$ cat src/rtl/colenda_pkg.sv
// Shared definitions for the instruction reader: opcodes, field
// positions inside dataA and the reader FSM state encoding.
package colenda_pkg;

   localparam logic [3:0] OP_WBR = 4'h0;
   localparam logic [3:0] OP_WSM = 4'h1;
   localparam logic [3:0] OP_WBM = 4'h2;
   localparam logic [3:0] OP_DP  = 4'h3;

   localparam int OPC_LSB = 0;
   localparam int OPC_W   = 4;
   localparam int FLD_LSB = 4;

   typedef enum logic [1:0] {
      S_IDLE,
      S_POP,
      S_LATCH,
      S_EXEC
   } state_t;

endpackage

$ cat src/rtl/instr_decode.sv
// Combinational decode of one dataA word into a one-hot strobe
// select and the address field of every target.
module instr_decode
   import colenda_pkg::*;
#(
   parameter int REG_ADDR_W  = 5,
   parameter int SPR_ADDR_W  = 14,
   parameter int BG_ADDR_W   = 12,
   parameter int POLY_ADDR_W = 4
) (
   input  logic [31:0]            instr_i,
   output logic                   is_reg_o,
   output logic                   is_spr_o,
   output logic                   is_bg_o,
   output logic                   is_poly_o,
   output logic                   is_bad_o,
   output logic [REG_ADDR_W-1:0]  reg_addr_o,
   output logic [SPR_ADDR_W-1:0]  spr_addr_o,
   output logic [BG_ADDR_W-1:0]   bg_addr_o,
   output logic [POLY_ADDR_W-1:0] poly_addr_o
);

   logic [OPC_W-1:0] opc;
   logic             unused_hi;

   assign opc         = instr_i[OPC_LSB +: OPC_W];
   assign reg_addr_o  = instr_i[FLD_LSB +: REG_ADDR_W];
   assign spr_addr_o  = instr_i[FLD_LSB +: SPR_ADDR_W];
   assign bg_addr_o   = instr_i[FLD_LSB +: BG_ADDR_W];
   assign poly_addr_o = instr_i[FLD_LSB +: POLY_ADDR_W];
   assign unused_hi   = ^instr_i[31:FLD_LSB+SPR_ADDR_W];

   // Opcode to one-hot target select; anything unknown is illegal.
   always_comb begin
      is_reg_o  = 1'b0;
      is_spr_o  = 1'b0;
      is_bg_o   = 1'b0;
      is_poly_o = 1'b0;
      is_bad_o  = 1'b0;
      unique case (opc)
         OP_WBR:  is_reg_o  = 1'b1;
         OP_WSM:  is_spr_o  = 1'b1;
         OP_WBM:  is_bg_o   = 1'b1;
         OP_DP:   is_poly_o = 1'b1;
         default: is_bad_o  = 1'b1;
      endcase
   end

endmodule

$ cat src/rtl/instruction_reader.sv
// Read side of the dataA/dataB instruction FIFO pair: pop, latch, decode
// and issue one write strobe. Optional stats ports under INSTR_STATS_EN.
module instruction_reader
   import colenda_pkg::*;
#(
   parameter int REG_ADDR_W  = 5,
   parameter int SPR_ADDR_W  = 14,
   parameter int BG_ADDR_W   = 12,
   parameter int POLY_ADDR_W = 4,
   parameter int COLOR_W     = 9
) (
   input  logic                   clk_100,
   input  logic                   reset,
   input  logic                   rdempty,
   input  logic [31:0]            dataA,
   input  logic [31:0]            dataB,
   input  logic                   allow_write,
   output logic                   out_rdreq,
   output logic                   reg_wr,
   output logic [REG_ADDR_W-1:0]  reg_addr,
   output logic [31:0]            reg_data,
   output logic                   spr_wr,
   output logic [SPR_ADDR_W-1:0]  spr_addr,
   output logic                   bg_wr,
   output logic [BG_ADDR_W-1:0]   bg_addr,
   output logic [COLOR_W-1:0]     mem_data,
   output logic                   poly_wr,
   output logic [POLY_ADDR_W-1:0] poly_addr,
`ifdef INSTR_STATS_EN
   output logic [15:0]            instr_count,
   output logic [7:0]             err_count,
`endif
   output logic                   bad_op
);

   state_t state_q;

   logic                   go_d;
   logic                   is_reg;
   logic                   is_spr;
   logic                   is_bg;
   logic                   is_poly;
   logic                   is_bad;
   logic [REG_ADDR_W-1:0]  dec_reg_addr;
   logic [SPR_ADDR_W-1:0]  dec_spr_addr;
   logic [BG_ADDR_W-1:0]   dec_bg_addr;
   logic [POLY_ADDR_W-1:0] dec_poly_addr;

   assign go_d = !rdempty && allow_write;

   // FIFO q is valid during LATCH, so decode it live and
   // register the result into the outputs on the way to EXEC.
   instr_decode #(
      .REG_ADDR_W  (REG_ADDR_W),
      .SPR_ADDR_W  (SPR_ADDR_W),
      .BG_ADDR_W   (BG_ADDR_W),
      .POLY_ADDR_W (POLY_ADDR_W)
   ) u_decode (
      .instr_i     (dataA),
      .is_reg_o    (is_reg),
      .is_spr_o    (is_spr),
      .is_bg_o     (is_bg),
      .is_poly_o   (is_poly),
      .is_bad_o    (is_bad),
      .reg_addr_o  (dec_reg_addr),
      .spr_addr_o  (dec_spr_addr),
      .bg_addr_o   (dec_bg_addr),
      .poly_addr_o (dec_poly_addr)
   );

   // Reader FSM with registered request, strobes and held fields.
   always_ff @(posedge clk_100) begin
      if (!reset) begin
         state_q   <= S_IDLE;
         out_rdreq <= 1'b0;
         reg_wr    <= 1'b0;
         reg_addr  <= '0;
         reg_data  <= '0;
         spr_wr    <= 1'b0;
         spr_addr  <= '0;
         bg_wr     <= 1'b0;
         bg_addr   <= '0;
         mem_data  <= '0;
         poly_wr   <= 1'b0;
         poly_addr <= '0;
         bad_op    <= 1'b0;
      end else begin
         out_rdreq <= 1'b0;
         reg_wr    <= 1'b0;
         spr_wr    <= 1'b0;
         bg_wr     <= 1'b0;
         poly_wr   <= 1'b0;
         bad_op    <= 1'b0;
         unique case (state_q)
            S_IDLE: begin
               if (go_d) begin
                  state_q   <= S_POP;
                  out_rdreq <= 1'b1;
               end
            end
            S_POP: begin
               state_q <= S_LATCH;
            end
            S_LATCH: begin
               state_q <= S_EXEC;
               if (is_reg) begin
                  reg_wr   <= 1'b1;
                  reg_addr <= dec_reg_addr;
                  reg_data <= dataB;
               end
               if (is_spr) begin
                  spr_wr   <= 1'b1;
                  spr_addr <= dec_spr_addr;
                  mem_data <= dataB[COLOR_W-1:0];
               end
               if (is_bg) begin
                  bg_wr    <= 1'b1;
                  bg_addr  <= dec_bg_addr;
                  mem_data <= dataB[COLOR_W-1:0];
               end
               if (is_poly) begin
                  poly_wr   <= 1'b1;
                  poly_addr <= dec_poly_addr;
                  reg_data  <= dataB;
               end
               if (is_bad) begin
                  bad_op <= 1'b1;
               end
            end
            S_EXEC: begin
               if (go_d) begin
                  state_q   <= S_POP;
                  out_rdreq <= 1'b1;
               end else begin
                  state_q <= S_IDLE;
               end
            end
            default: begin
               state_q <= S_IDLE;
            end
         endcase
      end
   end

`ifdef INSTR_STATS_EN
   // Legal executions wrap; illegal opcodes saturate.
   always_ff @(posedge clk_100) begin
      if (!reset) begin
         instr_count <= '0;
         err_count   <= '0;
      end else if (state_q == S_LATCH) begin
         if (is_bad) begin
            if (err_count != 8'hFF) begin
               err_count <= err_count + 8'd1;
            end
         end else begin
            instr_count <= instr_count + 16'd1;
         end
      end
   end
`endif

endmodule

$ cat config.mk
export PLATFORM = sky130hd
export DESIGN_NAME = instruction_reader
export DESIGN_NICKNAME = d
export VERILOG_FILES = /design/src/rtl/colenda_pkg.sv /design/src/rtl/instr_decode.sv /design/src/rtl/instruction_reader.sv
export SDC_FILE = /design/constraint.sdc
export NUM_CORES = 1
export LEC_CHECK = 0
export CAP_MARGIN = 0
export CORE_MARGIN = 2
export CORE_UTILIZATION = 41
export CTS_CLUSTER_DIAMETER = 30
export DETAILED_ROUTE_END_ITERATION = 8
export MAX_ROUTING_LAYER = met4
export PLACE_DENSITY = 0.89
export SLEW_MARGIN = 40
export SYNTH_ARGS = -nofsm -noshare
export SYNTH_HDL_FRONTEND = slang
export SYNTH_SLANG_ARGS = --single-unit
$ cat constraint.sdc
create_clock -name clk_100 -period 2.2 [get_ports clk_100]
set_input_delay 0.22 -clock clk_100 [delete_from_list [all_inputs] [get_ports clk_100]]
set_output_delay 0.22 -clock clk_100 [all_outputs]
set_load 0.005 [all_outputs]
## Word level (Yosys, flattened, before mapping)

Index checks and enable logic that the tools add are counted.

| word-level totals | value |
|---|---|
| register bits | 84 |
| memory bits (writable) | 0 |
| memory bits (read-only) | 0 |
| memories kept | 0 |
| bits in latches | 0 |

| operators by class | value |
|---|---|
| reductions and logical operators | 16 |
| add/subtract/negate cells | 0 |
| equality and inequality tests | 7 |
| multiply operators | 0 |
| bitwise gates (word level) | 0 |
| shift-type cells | 0 |
| div/mod/pow operators | 0 |
| $lt $le $gt $ge | 0 |
| mux-type cells | 17 |

Operators with widths:

| kind | count |
|---|---|
| two-way mux 32 bit | 2 |
| two-way mux 9 bit | 2 |
| AND reduction 2 bit | 8 |
| two-way mux 1 bit | 11 |
| equality test 4 x 2 -> 1 bit, second input constant | 2 |
| one-hot mux 2 bit (4 select lines) | 1 |
| equality test 2 bit, second input constant | 2 |
| equality test 4 x 1 -> 1 bit, second input constant | 1 |
| zero test 4 bit | 1 |
| nonzero test 2 bit | 2 |
| OR reduction 4 bit | 1 |
| equality test 2 x 1 -> 1 bit, second input constant | 1 |
| zero test 2 bit | 1 |
| two-way mux 2 bit | 1 |
| != test 2 bit, second input constant | 1 |
| OR reduction 2 bit | 1 |
| logical AND 1 bit | 1 |
| zero test 1 bit | 1 |

## Longest topological paths before layout

| depth | value |
|---|---|
| word-level depth | 4 |
| depth in mapped cells | 7 |

## Cells and area by module

A second synthesis with hierarchy kept.

| unflattened totals | value |
|---|---|
| cell total of the unflattened synthesis | 397 |
| area, all modules | 3389.5 µm² |

Modules (own cells, without submodules):

| module | cells each | instances | area an instance (µm²) | sequential area each (µm²) |
|---|---|---|---|---|
| instruction_reader | 357 | 1 | 3084.2 | 1681.6 |
| instr_decode | 40 | 1 | 305.3 | 0.0 |

## Worst setup path before layout

OpenSTA, ideal clock, no wires.

| timing | value |
|---|---|
| path kind | reg2reg |
| from | register state_q[0] |
| to | register bg_addr[2] |
| stages on the path, launching flop included | 8 |
| arrival time | 1.707 ns |
| path slack | 0.421 ns |
| cell sequence | dfxtp_1 > inv_1 > ha_1 > or3b_1 > buf_4 > nor3b_4 > buf_6 > mux2i_1 |

| on the way | value |
|---|---|
| longest elaborated chain between the ends | 2 |

RTL lines:

| item | line | RTL |
|---|---|---|
| start, declared | instruction_reader.sv:36 | `state_t state_q;` |
| start signal, assigned | instruction_reader.sv:74 | `state_q <= S_IDLE;` |
| start signal, assigned | instruction_reader.sv:97 | `state_q <= S_POP;` |
| start signal, assigned | instruction_reader.sv:102 | `state_q <= S_LATCH;` |
| equality test 2 bit | instruction_reader.sv:94 | `unique case (state_q)` |
| AND reduction 2 bit (no source line) | - |  |
| end signal, assigned | instruction_reader.sv:118 | `bg_addr <= dec_bg_addr;` |
| end, declared | instruction_reader.sv:25 | `output logic [BG_ADDR_W-1:0] bg_addr,` |

Every way passes these cells.
A chain may end at the register's enable or synchronous reset.

## Worst setup path in the final report

| timing | value |
|---|---|
| from | register state_q[0] |
| to | register bg_addr[9] |

The elaborated chain is that of the path after synthesis.

==> flow_summary.toml <==
[outcome]
outcome = "finished, final reports clean"

[route]
vias = 2694
vias_per_cell = 4.718
firstDrtPassIters = 4
antenna_left = 0
wirelength_um = 7907
drtIter0Drc = 82
drc = 0
wl_per_cell_um = 13.85

[clocking]
post_cts_hold_buffer_count = 0
cts_num_sinks = 84
clkTransAtPathRegs_ns = 0.08
ctsResizeCount = 0
cts-root-buf = "clkbuf_8"
clk_path_buf_depth = 2
cts_tree = "built"
htree_levels = 3
clock_latency_ns = 0.34
cts_setup_buffers = 0
cts_buffers = 9

[finish]
syn_to_final_growth_pct = 49.92
fin_cells = 571
num_antenna_cells = 0
fin_nets = 537
design_area_um2 = 4885
final_cell_mix = "134 x clkdlybuf4s50_1, 124 x nand2_1, 84 x dfxtp_1, 77 x mux2i_1, 9 x clkbuf_8"
multi_input_area_um2 = 1451
fill_cells = 636
seqCellArea_um2 = 1682
final_common_cell = "clkdlybuf4s50_1"
drive_gt1_share_pct = 5.330

[power]
power_per_cell_area_nw_per_um2 = 627.4
leakagePower_nw = 1.921
ir_drop_mv = 0.4186
p_total_mw = 3.065

[sta]
tns_ns = 0
post-route-min-period_ns = 1.992
hold_viol_final = 0
finalSetupViolCount = 0
setup_slack_ns = 0.2075
min_period_over_period_pct = 90.57
final-max-slew-violation-count = 0
finClkSkew_ns = 0.01033
slew_headroom_pct = 65.23
fmax_mhz = 501.9
rsz0062_at_grt = "no"
tightestPinTransition_ns = 0.5216

[worst_setup_path]
cp_slowest_cell = "or3b_1"
r2r_end = "bg_addr[9]$_SDFFE_PN0P_"
worst_setup_path_start_kind = "register"
r2r_slack_ns = 0.21
criticalPathCategory = "register to register"
critPathMaxFanout = 12
crit_arrival_ns = 2.25
crit_family = "simple AND/OR/NAND/NOR gates"
critical_path_required_ns = 2.46
cp_slowest_stage_delay_ns = 0.51
worstRegToRegCells = 6
path_cells = "inv_1 > ha_1 > or3b_1 > nor3b_4 > buf_12 > mux2i_1"
worstReg2RegStart = "state_q[0]$_SDFFE_PN0P_"
path_buf_inv = 2
cp-end-kind = "register"

[yosys]
syn_area_um2 = 3258
syn_avg_cell_area_um2 = 9.697
synth_warnings = 0
ys_seq_area_share_pct = 51.61
synthDistinctLibCells = 27
syn_nets = 408
ys_seq_elements = 84
syn_inst = 336

[grt]
antenna_found_initial = 0
grt_start_max_net_pins = 60
grt_pass1_wl_um = 12410
grt_pass1_vias = 2630
grt_overflow = 0
grt_use_total_pct = 18.59

[floorplanning]
dieArea_um2 = 8676
die_w_um = 93.15
io_pins = 150
initial_core_util_pct = 42.16
placementRows = 32
die_height_um = 93.15
coreArea_um2 = 7727

[hold_path]
hold_end = "bad_op$_SDFF_PN0_"
hold_path.class = "input port to register"
min_from = "reset"
whs_path_depth = 2

[placement]
pre_cts_ws_ns = 0.2426
placed_cells_incl_taps = 556
place_hpwl_um = 5561
place.gp.congestion = 0.7770
port_buffers = 135
postPlaceCellArea_um2 = 4703

[run]
drv_cap = 0
-- flip-flops by register name, indices dropped and copies added (netlist names) --
register / flops
bad_op: 1
bg_addr: 12
bg_wr: 1
mem_data: 9
out_rdreq: 1
poly_addr: 4
poly_wr: 1
reg_addr: 5
reg_data: 32
reg_wr: 1
spr_addr: 14
spr_wr: 1
state_q: 2
-- synthesized netlist by cell type (all sizes together) --
library cell / count / area, um^2
nor3: 2 / 21.27
o211a: 1 / 10.01
nor4: 1 / 6.260
inv: 3 / 11.26
mux2i: 77 / 770.7
o32ai: 1 / 8.760
a21bo: 1 / 10.01
nand2b: 1 / 6.260
or3b: 1 / 8.760
ha: 4 / 50.05
nand3: 2 / 10.01
nor2: 3 / 18.77
nand3b: 1 / 7.510
xor2: 1 / 8.760
buf: 10 / 65.06
nor3b: 2 / 26.28
nand2: 124 / 465.5
a21oi: 2 / 10.01
and2: 2 / 12.51
clkbuf: 13 / 48.80
dfxtp: 84 / 1682
-- kinds of logic (layout without fill, tap and decap cells) --
family | count (synthesis) | after routing | synth area share, %
AND/OR/NAND/NOR | 139 | 139 | 17.90
XOR/XNOR | 1 | 1 | 0.2689
multiplexers | 77 | 77 | 23.66
adder cells (fa/ha/maj) | 4 | 4 | 1.536
flip-flops | 84 | 84 | 51.61
AO/OA/AOI/OAI | 5 | 5 | 1.191
buffers and inverters | 26 | 159 | 3.840
-- cell type report --
class	count	share of cell area, %
flip-flops and latches	84	34.43
multi-input cells	226	29.71
repair buffers	141	29.30
clock buffers	10	2.613
well taps	102	2.613
clock inverters	5	1.101
inverters	3	0.2305
-- through the flow --
stage | utilization, % | hold slack, ns
2_1_floorplan | - | 0.3578
3_3_place_gp | 60.86 | 0.4415
3_5_place_dp | 60.86 | 0.4452
4_1_cts | 63.21 | 0.3557
5_1_grt | 63.21 | 0.3920
6_report | 63.21 | 0.3845
-- layer usage --
metal  wire [um]  up-vias  global-route usage (%)  share of wire (%)
met5           0        -                       -                  0
met2        3883       87                   31.16                 49
li1            -     1346                       -                  -
met4          49        0                   4.779               0.62
met3         506        4                   5.318                6.4
met1        3467     1257                   22.09                 44
-- power by group --
part           switching [mW]  internal, mW
clock                   0.527         0.516
sequential             0.0309          1.56
combinational           0.190         0.237
-- how the worst max path moves through the flow --
stage	startpoint	endpoint	slack, ns	cells after the start
final	state_q[0]$_SDFFE_PN0P_	bg_addr[9]$_SDFFE_PN0P_	0.21	6
after global placement	dataA[3]	bg_addr[5]$_SDFFE_PN0P_	0.31	5
after floorplan	state_q[0]$_SDFFE_PN0P_	bg_addr[2]$_SDFFE_PN0P_	0.42	7
after CTS	state_q[0]$_SDFFE_PN0P_	bg_addr[9]$_SDFFE_PN0P_	0.22	6
after detailed placement	dataA[3]	reg_data[15]$_SDFFE_PN0P_	0.24	5
after global routing	state_q[0]$_SDFFE_PN0P_	bg_addr[9]$_SDFFE_PN0P_	0.11	6
No activity file was read; power rests on OpenSTA's default activity.
